`src/rtl/signed_mul_add_seq.sv`:
```
// Sequential signed multiply-add: result = a*b + c over WIDTH cycles.
// Magnitudes are multiplied with shift-add, then the product's sign is restored
// and the sign-extended addend is added in a single fix-up cycle.
module signed_mul_add_seq #(
  parameter int WIDTH = 8
) (
  input  logic                 clk,
  input  logic                 rst_n,
  input  logic                 in_valid,
  output logic                 in_ready,
  input  logic [WIDTH-1:0]     a,
  input  logic [WIDTH-1:0]     b,
  input  logic [WIDTH-1:0]     c,
  output logic                 out_valid,
  input  logic                 out_ready,
  output logic [2*WIDTH-1:0]   result
);

  localparam int CW = $clog2(WIDTH + 1);
  localparam logic [CW-1:0] LAST = CW'(WIDTH - 1);

  typedef enum logic [1:0] {IDLE, RUN, FIX, DONE} state_t;

  state_t               state;
  logic                 sign;
  logic [WIDTH-1:0]     a_mag;
  logic [WIDTH-1:0]     b_mag;
  logic [WIDTH-1:0]     c_reg;
  logic [2*WIDTH-1:0]   acc;
  logic [CW-1:0]        count;

  logic [WIDTH-1:0]     a_abs;
  logic [WIDTH-1:0]     b_abs;
  logic [2*WIDTH-1:0]   partial;
  logic [2*WIDTH-1:0]   prod_signed;
  logic [2*WIDTH-1:0]   c_ext;

  // |-2^(W-1)| wraps to 2^(W-1), which is exactly right when read as unsigned
  assign a_abs       = a[WIDTH-1] ? (~a + WIDTH'(1)) : a;
  assign b_abs       = b[WIDTH-1] ? (~b + WIDTH'(1)) : b;
  assign partial     = {{WIDTH{1'b0}}, a_mag} << count;
  assign prod_signed = sign ? (~acc + (2*WIDTH)'(1)) : acc;
  assign c_ext       = {{WIDTH{c_reg[WIDTH-1]}}, c_reg};
  assign in_ready    = (state == IDLE);

  // Control FSM and datapath: capture, shift-add one multiplier bit per cycle, fix sign, hold
  always_ff @(posedge clk or negedge rst_n) begin
    if (!rst_n) begin
      state     <= IDLE;
      sign      <= 1'b0;
      a_mag     <= '0;
      b_mag     <= '0;
      c_reg     <= '0;
      acc       <= '0;
      count     <= '0;
      result    <= '0;
      out_valid <= 1'b0;
    end else begin
      case (state)
        IDLE: begin
          if (in_valid) begin
            sign  <= a[WIDTH-1] ^ b[WIDTH-1];
            a_mag <= a_abs;
            b_mag <= b_abs;
            c_reg <= c;
            acc   <= '0;
            count <= '0;
            state <= RUN;
          end
        end
        RUN: begin
          if (b_mag[0]) begin
            acc <= acc + partial;
          end
          b_mag <= b_mag >> 1;
          count <= count + CW'(1);
          if (count == LAST) begin
            state <= FIX;
          end
        end
        FIX: begin
          result    <= prod_signed + c_ext;
          out_valid <= 1'b1;
          state     <= DONE;
        end
        DONE: begin
          if (out_ready) begin
            out_valid <= 1'b0;
            state     <= IDLE;
          end
        end
        default: state <= IDLE;
      endcase
    end
  end

endmodule

```
`config.mk`:
```
export PLATFORM = sky130hd
export DESIGN_NAME = signed_mul_add_seq
export DESIGN_NICKNAME = d
export VERILOG_FILES = /design/src/rtl/signed_mul_add_seq.sv
export SDC_FILE = /design/constraint.sdc
export NUM_CORES = 1
export LEC_CHECK = 0
export ABC_AREA = 1
export BUFFER_PORTS_ARGS = -buffer_cell sky130_fd_sc_hd__buf_4
export CAP_MARGIN = 20
export CORE_ASPECT_RATIO = 0.5
export CORE_MARGIN = 2
export CORE_UTILIZATION = 47
export CTS_CLUSTER_DIAMETER = 50
export DETAILED_ROUTE_END_ITERATION = 8
export PLACE_DENSITY_LB_ADDON = 0.08
export SKIP_CTS_REPAIR_TIMING = 1
export SYNTH_ARGS = -nofsm -noshare
export SYNTH_HDL_FRONTEND = slang
export SYNTH_SLANG_ARGS = --single-unit
```
`constraint.sdc`:
```
create_clock -name clk -period 6.77 [get_ports clk]
set_clock_uncertainty 0.2 [all_clocks]
set_input_delay 0.677 -clock clk [delete_from_list [all_inputs] [get_ports clk]]
set_output_delay 0.677 -clock clk [all_outputs]
set_load 0.03 [all_outputs]
```
---- Word level (Yosys, flattened, before mapping) ----
Index checks and enable logic that the tools add are counted.
storage, ports and cells
  output and inout bits ................... 18
  register bits after elaboration ......... 64
  logic and storage cells ................. 52
  input port bits ......................... 28
cells by class
  bitwise operators ....................... 4
  add/subtract/negate cells ............... 6
  multiplexer cells ....................... 16
  equality and inequality tests ........... 8
  shifts and indexed selects .............. 1
  reduce and logical (&&, ||, !) cells .... 8
operators with widths
  cell                   count
  $mux 16                3
  $add 16x16->16         2
  $pmux 16 s2            1
  $mux 8                 3
  $add 16x1->16 const B  1
  $add 8x1->8 const B    2
  $not 16->16            1
  $not 8->8              2
  $pmux 8 s2             1
  $shl 8x4->16           1
  $ne 2x2->1 const B     4
  $pmux 2 s4             1
  $pmux 4 s2             1
  $mux 2                 3
  $reduce_and 2->1       3
  $reduce_and 3->1       2
  $add 4x1->4 const B    1
  $eq 2x2->1 const B     2
  $eq 4x3->1 const B     1
  $mux 4                 1
  $reduce_bool 2->1      2
  $eq 2x1->1 const B     1
  $logic_not 2->1        1
  $pmux 1 s2             1
  2 further kinds        2

---- Logic depth before layout (Yosys ltp) ----
  depth after elaboration ................. 5
  mapped depth ............................ 20
  mapped depth without buffers ............ 19

---- Worst setup path before layout ----
OpenSTA, ideal clock, no wires.
  path type ............................... register to register
  start ................................... register acc[1]
  end ..................................... register result[15]
  required time ........................... 6,452 ps
  slack ................................... 4,127 ps
  period minus slack after synthesis ...... 2,643 ps
  buffers on the path ..................... 0
  stages on the path, launching flop included .. 17
  setup time .............................. 118 ps
  arrival time ............................ 2,325 ps
  cells stage by stage .................... dfrtp_1 > inv_1 > ha_1 > inv_1 > nor2_1 > nand3_1 > nor2_1 > a41oi_1 > xor2_1 > ha_1 > a21oi_1 > or2_2 > nand2_1 > nand3b_1 > nand3_1 > nand3_1 > nand2_1
on the way
  cells in the longest elaborated chain, start to end .. 4
ends and longest elaborated chain
  what                    RTL line  RTL
  start, declared         29        logic [2*WIDTH-1:0] acc;
  start signal, assigned  73        acc <= acc + partial;
  $not 16->16             42        assign prod_signed = sign ? (~acc + (2*WIDTH)'(1)) : acc;
  $add 16x1->16           42
  $mux 16 *               42
  $add 16x16->16 *        82        result <= prod_signed + c_ext;
  end signal, assigned    82
  end, declared           16        output logic [2*WIDTH-1:0] result
Mark *: on every way between the ends. The rest lies on a longest branch, timed or not.
A chain may end at the register's enable or synchronous reset.

---- Final worst setup path ----
Same ends and word-level chain as after synthesis.

==> results.md <==
- Post-synth ARST share: 100.0%
- Post-synth cell types: 39
- Post-synth EDFFs: 0
- Regs by FF count: acc (16), result (16)
- Final Instance Area: 5913 µm²
- CTS sink cnt: 64
- Clock slew at reported path FFs: 0.06 ns
- Input/output buffers: 45
- Post-synthesis instance total: 763
- Crit path max fanout: 5
- Avg Inst Size Synth: 6.768 µm²
- Final hold vios: 0
- Worst skew pair latency: 0.33 ns
- CP Capture Type: register
- Final Non-Filler Cells: 950
- Vias/cell: 5.146
- Synth top area cells: dfrtp_1, nand2_1, ha_1
- Worst Tran Pin Value: 0.9298 ns
- Antenna cells: 0
- Rows: 26
- P&R area growth vs syn: 14.51%
- Syn Std Cell Area: 5164 µm²
- # nets final: 876
- Crit path arrival time: 3.13 ns
- Crit share post-route: 45.96%
- PwrDens: 576.2 nW/µm²
- Vias in the first global route: 4491
- Synth Register Bits: 64
- Hold Crit Class: in -> async
- GRT overflow: 0
- Routability cong.: 0.9819
- Syn. warnings: 0
- DIE AREA: 11890 µm²
- Clock tree buffer depth: 2
- Critical path type: reg -> reg
- Synth top area share: 31.02%
- First DRT Iteration DRCs: 279
- # Max-Cap Violations: 0
- TritonCTS Buffers: 9
- Largest net degree at the start of global routing: 65
- CTS tree: yes
- Post-synth top flop: dfrtp_1
- Detailed placer's ending HPWL: 9741 µm
- Post-synthesis sequential area ratio: 31.02%
- Worst setup SP type: register
- DRC: 0
- Layout cell share with drive strength beyond 1: 9.259%
- LEAKAGE: 3.173 nW
- Post-route worst setup slack: 3.658 ns
- Die Y-Extent: 78.12 µm
- Total Routing Usage GR: 22.64%
- Detailed Route WL: 12650 µm
- Htree depth: 3
- Worst vdd ir: 155.5 µV
- First-pass GRT wire length: 21910 µm
- RSZ-0062 raised after global routing: no
- Util after Layout: 56.63%
- Min Hold Slack: 0.2380 ns
- Status: finished clean
- Root buf cell: clkbuf_16
- Antenna Violating Nets Remaining: 0
- Synth Net Count: 834
- Req. time, crit path: 6.79 ns
- Vias post-DR: 4889
- Final setup violation count: 0
- Initial antenna violation count: 0
- Post-Place Cell Area: 5614 µm²
- WL per Instance: 13.31 µm
- Dpl ws: 3.699 ns
- Cell taking the most area after synthesis: dfrtp_1
- DRT Pass-1 Iters: 5
- Core ar.: 10440 µm²
- Highest clock rate: 321.4 MHz
- IO Count: 46
- Cells after DPL: 934
- Initial Utilization: 49.45%
- Die width: 152.2 µm
- Pwr Total: 3.407 mW
- Fin. max-slew vios: 0
- Setup total negative slack: 0 ns
- Slew headroom: 37.86%
- Tmin final: 3.112 ns
[cells in the final DEF (no fill, tap or decap), drive strengths merged, types with 5 or more instances in the layout]
cell      n
nand2   257
inv      83
nor2     65
dfrtp    64
nand3    53
o21ai    51
buf      46
a21oi    43
ha       41
xor2     19
clkbuf   11
nor3     10
o22ai     9
xnor2     7
or2       6
nand4     6
a31oi     5
nand3b    5
clkinv    5
[kinds of logic after synthesis]
family          synth area share [%]
flops                          31.02
simple gates                   32.06
buf+inv                        7.535
mux                           0.1939
compound gates                 14.08
fa+ha+maj                      10.71
xor+xnor                       4.410
[worst max-delay path, stage by stage (launching register included)]
cell,delay (ns)
dfrtp_1,0.38
inv_1,0.17
ha_1,0.18
inv_1,0.05
nor2_1,0.15
nand3_1,0.12
nor2_1,0.20
a21oi_1,0.13
xor2_1,0.16
ha_1,0.35
a21oi_1,0.34
nand2_1,0.09
nand2_1,0.08
nand3_1,0.06
a21oi_1,0.12
nand2_1,0.07
nand3_1,0.09
nand2_1,0.06
[worst paths after layout]
path | depth (start not counted) | slack (ns) | start | to
setup / recovery | 17 | 3.66 | acc[1] | result[15]
hold / removal | 1 | 0.24 | rst_n | a_mag[0]
setup reg to reg | 17 | 3.66 | acc[1] | result[15]
hold reg to reg | 2 | 0.27 | result[1] | result[1]
max in group asynchronous | 1 | 5.58 | rst_n | result[10]
min in group clk | 2 | 0.27 | result[1] | result[1]
[synthesized netlist by cell type, types with 2 or more instances]
cell / number
inv_1: 79
dfrtp_1: 64
nand4_1: 6
xnor2_1: 7
o21ai_1: 5
o21bai_1: 2
buf_2: 5
o31ai_1: 2
nand3_1: 52
o221ai_1: 4
a21o_1: 2
a21oi_1: 42
nand2_1: 257
nor2_1: 64
o22ai_1: 9
o211ai_1: 3
or2_2: 6
clkinv_1: 2
a31oi_1: 5
nor3_1: 10
o21ai_0: 45
nand3b_1: 5
xor2_1: 19
ha_1: 41
inv_2: 4
clkbuf_1: 9
fa_1: 2
[power by group]
part | leakage (nW) | switching (mW) | internal [mW]
clock network | 0.145 | 0.174 | 0.294
logic | 2.22 | 1.44 | 0.784
registers | 0.812 | 0.160 | 0.551
total | 3.17 | 1.78 | 1.63
[final cells by class]
cell class,count,area [µm²]
clock buffers,11,242.7
multi-input cells,599,3173
repair buffers,46,345.3
clock inverters,5,56.30
flip-flops and latches,64,1602
well taps,140,175.2
fillers,1079,4529
inverters,85,319.1
[per-layer routing]
metal  track usage (%)  share of wire, %
met1             32.46                52
met2             34.59                41
met3             4.417               5.1
met4             7.009               1.3
met5                 0                 0
Note: power is estimated with default switching activity, not from simulation.
